<file path="config.mk">
export PLATFORM = sky130hd
export DESIGN_NAME = input_irq_ctrl
export DESIGN_NICKNAME = d
export VERILOG_FILES = /design/src/rtl/input_irq_ctrl.sv
export SDC_FILE = /design/constraint.sdc
export NUM_CORES = 1
export LEC_CHECK = 0
export ABC_AREA = 1
export ABC_CLOCK_PERIOD_IN_PS = 1900
export CAP_MARGIN = 20
export CORE_UTILIZATION = 25
export DETAILED_ROUTE_END_ITERATION = 16
export DONT_BUFFER_PORTS = 1
export GPL_ROUTABILITY_DRIVEN = 1
export SETUP_SLACK_MARGIN = 0.4
export SLEW_MARGIN = 20
export SYNTH_ARGS = -nofsm -noshare
export SYNTH_HDL_FRONTEND = slang
export SYNTH_SLANG_ARGS = --single-unit
export TNS_END_PERCENT = 50
</file>
<file path="constraint.sdc">
create_clock -name FPGA_CLK1_50 -period 1.9 [get_ports FPGA_CLK1_50]
set_input_delay 0.38 -clock FPGA_CLK1_50 [delete_from_list [all_inputs] [get_ports FPGA_CLK1_50]]
set_output_delay 0.38 -clock FPGA_CLK1_50 [all_outputs]
set_load 0.005 [all_outputs]
</file>
<file path="src/rtl/input_irq_ctrl.sv">
`default_nettype none
// input_irq_ctrl: per-channel synchroniser, debouncer and edge detector feeding a
// write-1-to-clear capture register with a masked level interrupt, on an Avalon-MM slave.
module input_irq_ctrl #(
  parameter int WIDTH           = 4,
  parameter int SYNC_STAGES     = 2,
  parameter int DEBOUNCE_CYCLES = 0
) (
  input  logic              FPGA_CLK1_50,
  input  logic              reset,
  input  logic [WIDTH-1:0]  inputs,
  input  logic [2:0]        avl_address,
  input  logic              avl_read,
  input  logic              avl_write,
  input  logic [WIDTH-1:0]  avl_writedata,
  output logic [WIDTH-1:0]  avl_readdata,
  output logic              avl_irq
);

  localparam logic [2:0] ADDR_STATE   = 3'd0;
  localparam logic [2:0] ADDR_CAPTURE = 3'd1;
  localparam logic [2:0] ADDR_MASK    = 3'd2;
  localparam logic [2:0] ADDR_RISE_EN = 3'd3;
  localparam logic [2:0] ADDR_FALL_EN = 3'd4;

  logic [SYNC_STAGES-1:0][WIDTH-1:0] sync_chain;
  logic [WIDTH-1:0] sync_out;
  logic [WIDTH-1:0] stable;
  logic [WIDTH-1:0] stable_prev;
  logic [WIDTH-1:0] capture;
  logic [WIDTH-1:0] mask;
  logic [WIDTH-1:0] rise_en;
  logic [WIDTH-1:0] fall_en;
  logic [WIDTH-1:0] rise;
  logic [WIDTH-1:0] fall;
  logic [WIDTH-1:0] clr;
  logic [WIDTH-1:0] read_mux;

  always_ff @(posedge FPGA_CLK1_50) begin
    if (reset) begin
      sync_chain <= '0;
    end else begin
      sync_chain <= {sync_chain[SYNC_STAGES-2:0], inputs};
    end
  end

  assign sync_out = sync_chain[SYNC_STAGES-1];

  generate
    if (DEBOUNCE_CYCLES == 0) begin : g_bypass
      assign stable = sync_out;
    end else begin : g_debounce
      localparam int CW = $clog2(DEBOUNCE_CYCLES + 1);
      for (genvar i = 0; i < WIDTH; i++) begin : g_chan
        logic [CW-1:0] count;
        logic          level;

        // A new level is accepted only after DEBOUNCE_CYCLES consecutive differing samples.
        always_ff @(posedge FPGA_CLK1_50) begin
          if (reset) begin
            count <= '0;
            level <= 1'b0;
          end else if (sync_out[i] != level) begin
            if (count == CW'(DEBOUNCE_CYCLES - 1)) begin
              level <= sync_out[i];
              count <= '0;
            end else begin
              count <= count + 1'b1;
            end
          end else begin
            count <= '0;
          end
        end

        assign stable[i] = level;
      end
    end
  endgenerate

  assign rise = stable & ~stable_prev & rise_en;
  assign fall = ~stable & stable_prev & fall_en;
  assign clr  = (avl_write && avl_address == ADDR_CAPTURE) ? avl_writedata : '0;

  always_comb begin
    read_mux = '0;
    case (avl_address)
      ADDR_STATE:   read_mux = stable;
      ADDR_CAPTURE: read_mux = capture;
      ADDR_MASK:    read_mux = mask;
      ADDR_RISE_EN: read_mux = rise_en;
      ADDR_FALL_EN: read_mux = fall_en;
      default:      read_mux = '0;
    endcase
  end

  // New edges are OR-ed in after the clear so a coincident set wins.
  always_ff @(posedge FPGA_CLK1_50) begin
    if (reset) begin
      stable_prev  <= '0;
      capture      <= '0;
      mask         <= '0;
      rise_en      <= '1;
      fall_en      <= '1;
      avl_irq      <= 1'b0;
      avl_readdata <= '0;
    end else begin
      stable_prev <= stable;
      capture     <= (capture & ~clr) | rise | fall;
      avl_irq     <= |(capture & mask);
      if (avl_write) begin
        case (avl_address)
          ADDR_MASK:    mask    <= avl_writedata;
          ADDR_RISE_EN: rise_en <= avl_writedata;
          ADDR_FALL_EN: fall_en <= avl_writedata;
          default:      ;
        endcase
      end
      if (avl_read) begin
        avl_readdata <= read_mux;
      end
    end
  end

endmodule
`default_nettype wire

</file>
# ---- Word level (Yosys, flattened, before mapping)
# Index checks and enable logic that the tools add are counted.
dict set report classes {
  n_reduce_logical 6
  bitwise 11
  eq_ne 4
  mux 2
}
# cell count
set ops {}
lappend ops {{$and 4x4->4} 6}
lappend ops {{$pmux 4 s5} 1}
lappend ops {{$not 4->4} 3}
lappend ops {{$or 4x4->4} 2}
lappend ops {{$eq 3x2->1 const B} 2}
lappend ops {{$reduce_and 2->1} 3}
lappend ops {{$mux 4} 1}
lappend ops {{$reduce_or 4->1} 1}
lappend ops {{$eq 3x1->1 const B} 1}
lappend ops {{$eq 3x3->1 const B} 1}
lappend ops {{$logic_not 3->1} 1}
lappend ops {{$logic_and 1x1->1} 1}
dict set report word_totals {
  word_cells 32
  ff_bits 33
}

# ---- Logic depth before layout (Yosys ltp)
dict set report logic_depth {
  word_depth 7
  depth_mapped 6
}

# ---- Worst setup path before layout
# OpenSTA, ideal clock, no wires.
dict set report synth_path {
  path_type {input to register}
  startpoint {input avl_address[1]}
  endpoint {register capture[0]}
  path_buffers 1
  cell_stages 5
  required_time_ps 1767
  setup_slack_ps 760
  arrival_time_ps 1008
  cell_sequence {buf_6 -> nor2_2 -> nand3_1 -> o21ai_0 -> a31oi_1}
}
dict set report synth_between {
  elab_chain_cells 7
}
# element line_no
set synth_rtl {}
lappend synth_rtl {{start, declared} 12} ;# input logic [2:0] avl_address,
lappend synth_rtl {{$eq 3x1->1} 82} ;# assign clr = (avl_write && avl_address == ADDR_CAPTURE) ? avl_writedata : '0;
lappend synth_rtl {{$logic_and 1x1->1} 82}
lappend synth_rtl {{$mux 4} 82}
lappend synth_rtl {{$not 4->4} 108} ;# capture <= (capture & ~clr) | rise | fall;
lappend synth_rtl {{$and 4x4->4} 108}
lappend synth_rtl {{$or 4x4->4 (2 in a row)} 108}
lappend synth_rtl {{end signal, assigned} 108}
lappend synth_rtl {{end, declared} 30} ;# logic [WIDTH-1:0] capture;
# Every way passes these cells.
# A chain may end at the register's enable or synchronous reset.

# ---- Final worst setup path
dict set report layout_path {
  startpoint {register avl_readdata[3]}
  endpoint {output avl_readdata[3]}
}
# element line_no
set layout_lines {}
lappend layout_lines {{start, declared} 16} ;# output logic [WIDTH-1:0] avl_readdata,
lappend layout_lines {{start signal, assigned} 119} ;# avl_readdata <= read_mux;
# No word-level cell between the ends.

==> run metrics <==
commonest non-fill, non-tap cell in the layout=dfxtp_1; Post-Syn Area=1350 um2; highest achievable clock rate=0.986 GHz; number of port buffers=0; routed wire length=2950 um; detailed placement HPWL=2100 um; RD Place Congestion=0.918; vias in the first global route=965; Post-CTS Setup Bufs=0; Die ar.=5680 um2; hold_buf cts=0; Starting DRT DRC Count=99; Core Rows=26; CTS tree=built; PostCTS Resize Cnt=0; layout cells sized above 1=0.0702; leakage=0.624 nW; CTS root buf=clkbuf_8; GRT Overall Usage=0.120; antenna violations before repair=0; via count=1092; Area after DPL=1390 um2; MaxCap Viol Count=0; Pre-antenna DRT Iters=4; yosys warns=0; Routed Antenna Nets=0; Worst Tran Pin Value=0.370 ns; Slew Limit Fails=0; setup tns final=0 ns; Final nets=186; drt wl/cell=12.2 um; FF+latch count, synth=33; gate count after technology mapping=170; H-tree depth=2; Synth Net Count=185; Post-Syn Area per Cell=7.92 um2; Max VDD drop=0.384 mV; dpl ws=0.607 ns; crit path launch type=flop; FILL cells=591; CTS buffer count=5; worst hold path class=in2reg; final setup margin=0.886 ns; Slew HR=0.753; Design Power=1.35 mW; Final Cell Area=1480 um2; Bufs on Longest Clock Path=2; Die Y=75.4 um; Seq/Total Area, Yosys=0.491; Inserted Diodes=0; period utilization=0.534; Worst EP arrival=0.63 ns; Final Hold Viols=0; post-synthesis cell type count=22; P&R area growth vs syn=9.85%; Initial Util=0.262; crit path max fanout=2; CTS clk-pin slew, worst paths=0.06 ns; worst skew pair latency=0.28 ns; # DRC=0; WP data required=1.52 ns; clock sink count=33; Vias/cell=4.53; Finish-stage setup viols=0; first-pass GRT wire length=4800 um; fin util=0.288; Critical Path End Type=output port; clk_skew=0.00272 ns; largest net degree at the start of global routing=27; CORE AREA=5140 um2; fin crit period=1.01 ns; PwrDens=913 nW/um2; crit path kind=reg2out; DIE WIDTH=75.4 um; status=complete, no violations; commonest cells after routing, fill and taps aside=33 x dfxtp_1, 23 x inv_1, 23 x nand3_1; RSZ-0062 raised after global routing=false; io pins=20; grt ovf=0
-- synth_stat cells, drive strengths merged --
cell	n	share of area
buf	3	0.022
a31oi	4	0.019
clkbuf	3	0.0084
o21ai	16	0.059
o211ai	4	0.022
inv	24	0.067
a21oi	12	0.045
nand4	5	0.023
clkinv	1	0.0028
dfxtp	33	0.49
nand3	24	0.093
o21bai	3	0.017
a41oi	1	0.0065
nand2	17	0.047
nor2	20	0.077
-- sequential cells by signal (all words and copies together) (netlist names) --
name	flops
avl_readdata	4
capture	4
fall_en	4
mask	4
rise_en	4
stable	4
stable_prev	4
sync_chain	4
avl_irq	1
-- path summary, 6_finish.rpt --
check,slack (ns),cells past startpoint,startpoint,endpoint
worst max register to register,1.05,4,mask[3],avl_readdata[3]
worst max-delay path,0.89,0,avl_readdata[3],avl_readdata[3]
worst min-delay path,0.16,1,reset,sync_chain[3]
worst min register to register,0.40,2,sync_chain[2],stable[2]
-- kinds of logic after synthesis --
group / count (synthesis) / share of synthesized area
buf+inv: 31 / 0.100
simple gates: 66 / 0.241
flops: 33 / 0.491
compound gates: 40 / 0.168
-- metal layers --
metal,share of wire,global-route usage,vias to the layer above,routed length (um)
met4,0.016,0.0535,0,46
met1,0.48,0.163,481,1400
met5,0,0,-,0
met2,0.41,0.159,36,1190
li1,-,-,569,-
met3,0.10,0.0595,6,303
-- where the power goes --
| group | total, mW | leakage, nW | internal, mW | switching [mW] |
|---|---|---|---|---|
| registers | 0.742 | 0.270 | 0.722 | 0.0199 |
| logic | 0.0797 | 0.310 | 0.0317 | 0.0481 |
| clock network | 0.529 | 0.0443 | 0.287 | 0.242 |
-- cell type report --
type | instances | area (um2) | area share
Sequential cell | 33 | 661 | 0.447
Multi-Input combinational cell | 106 | 551 | 0.372
Inverter | 25 | 93.8 | 0.0635
Tap cell | 70 | 87.6 | 0.0592
Clock buffer | 7 | 86.3 | 0.0584
-- through the flow --
step           instances  hold WS, ns
6_report             241        0.158
5_1_grt              241        0.145
4_1_cts              241        0.147
3_5_place_dp         234        0.392
3_3_place_gp         234        0.391
2_1_floorplan        170        0.388
No activity file was read; power rests on OpenSTA's default activity.
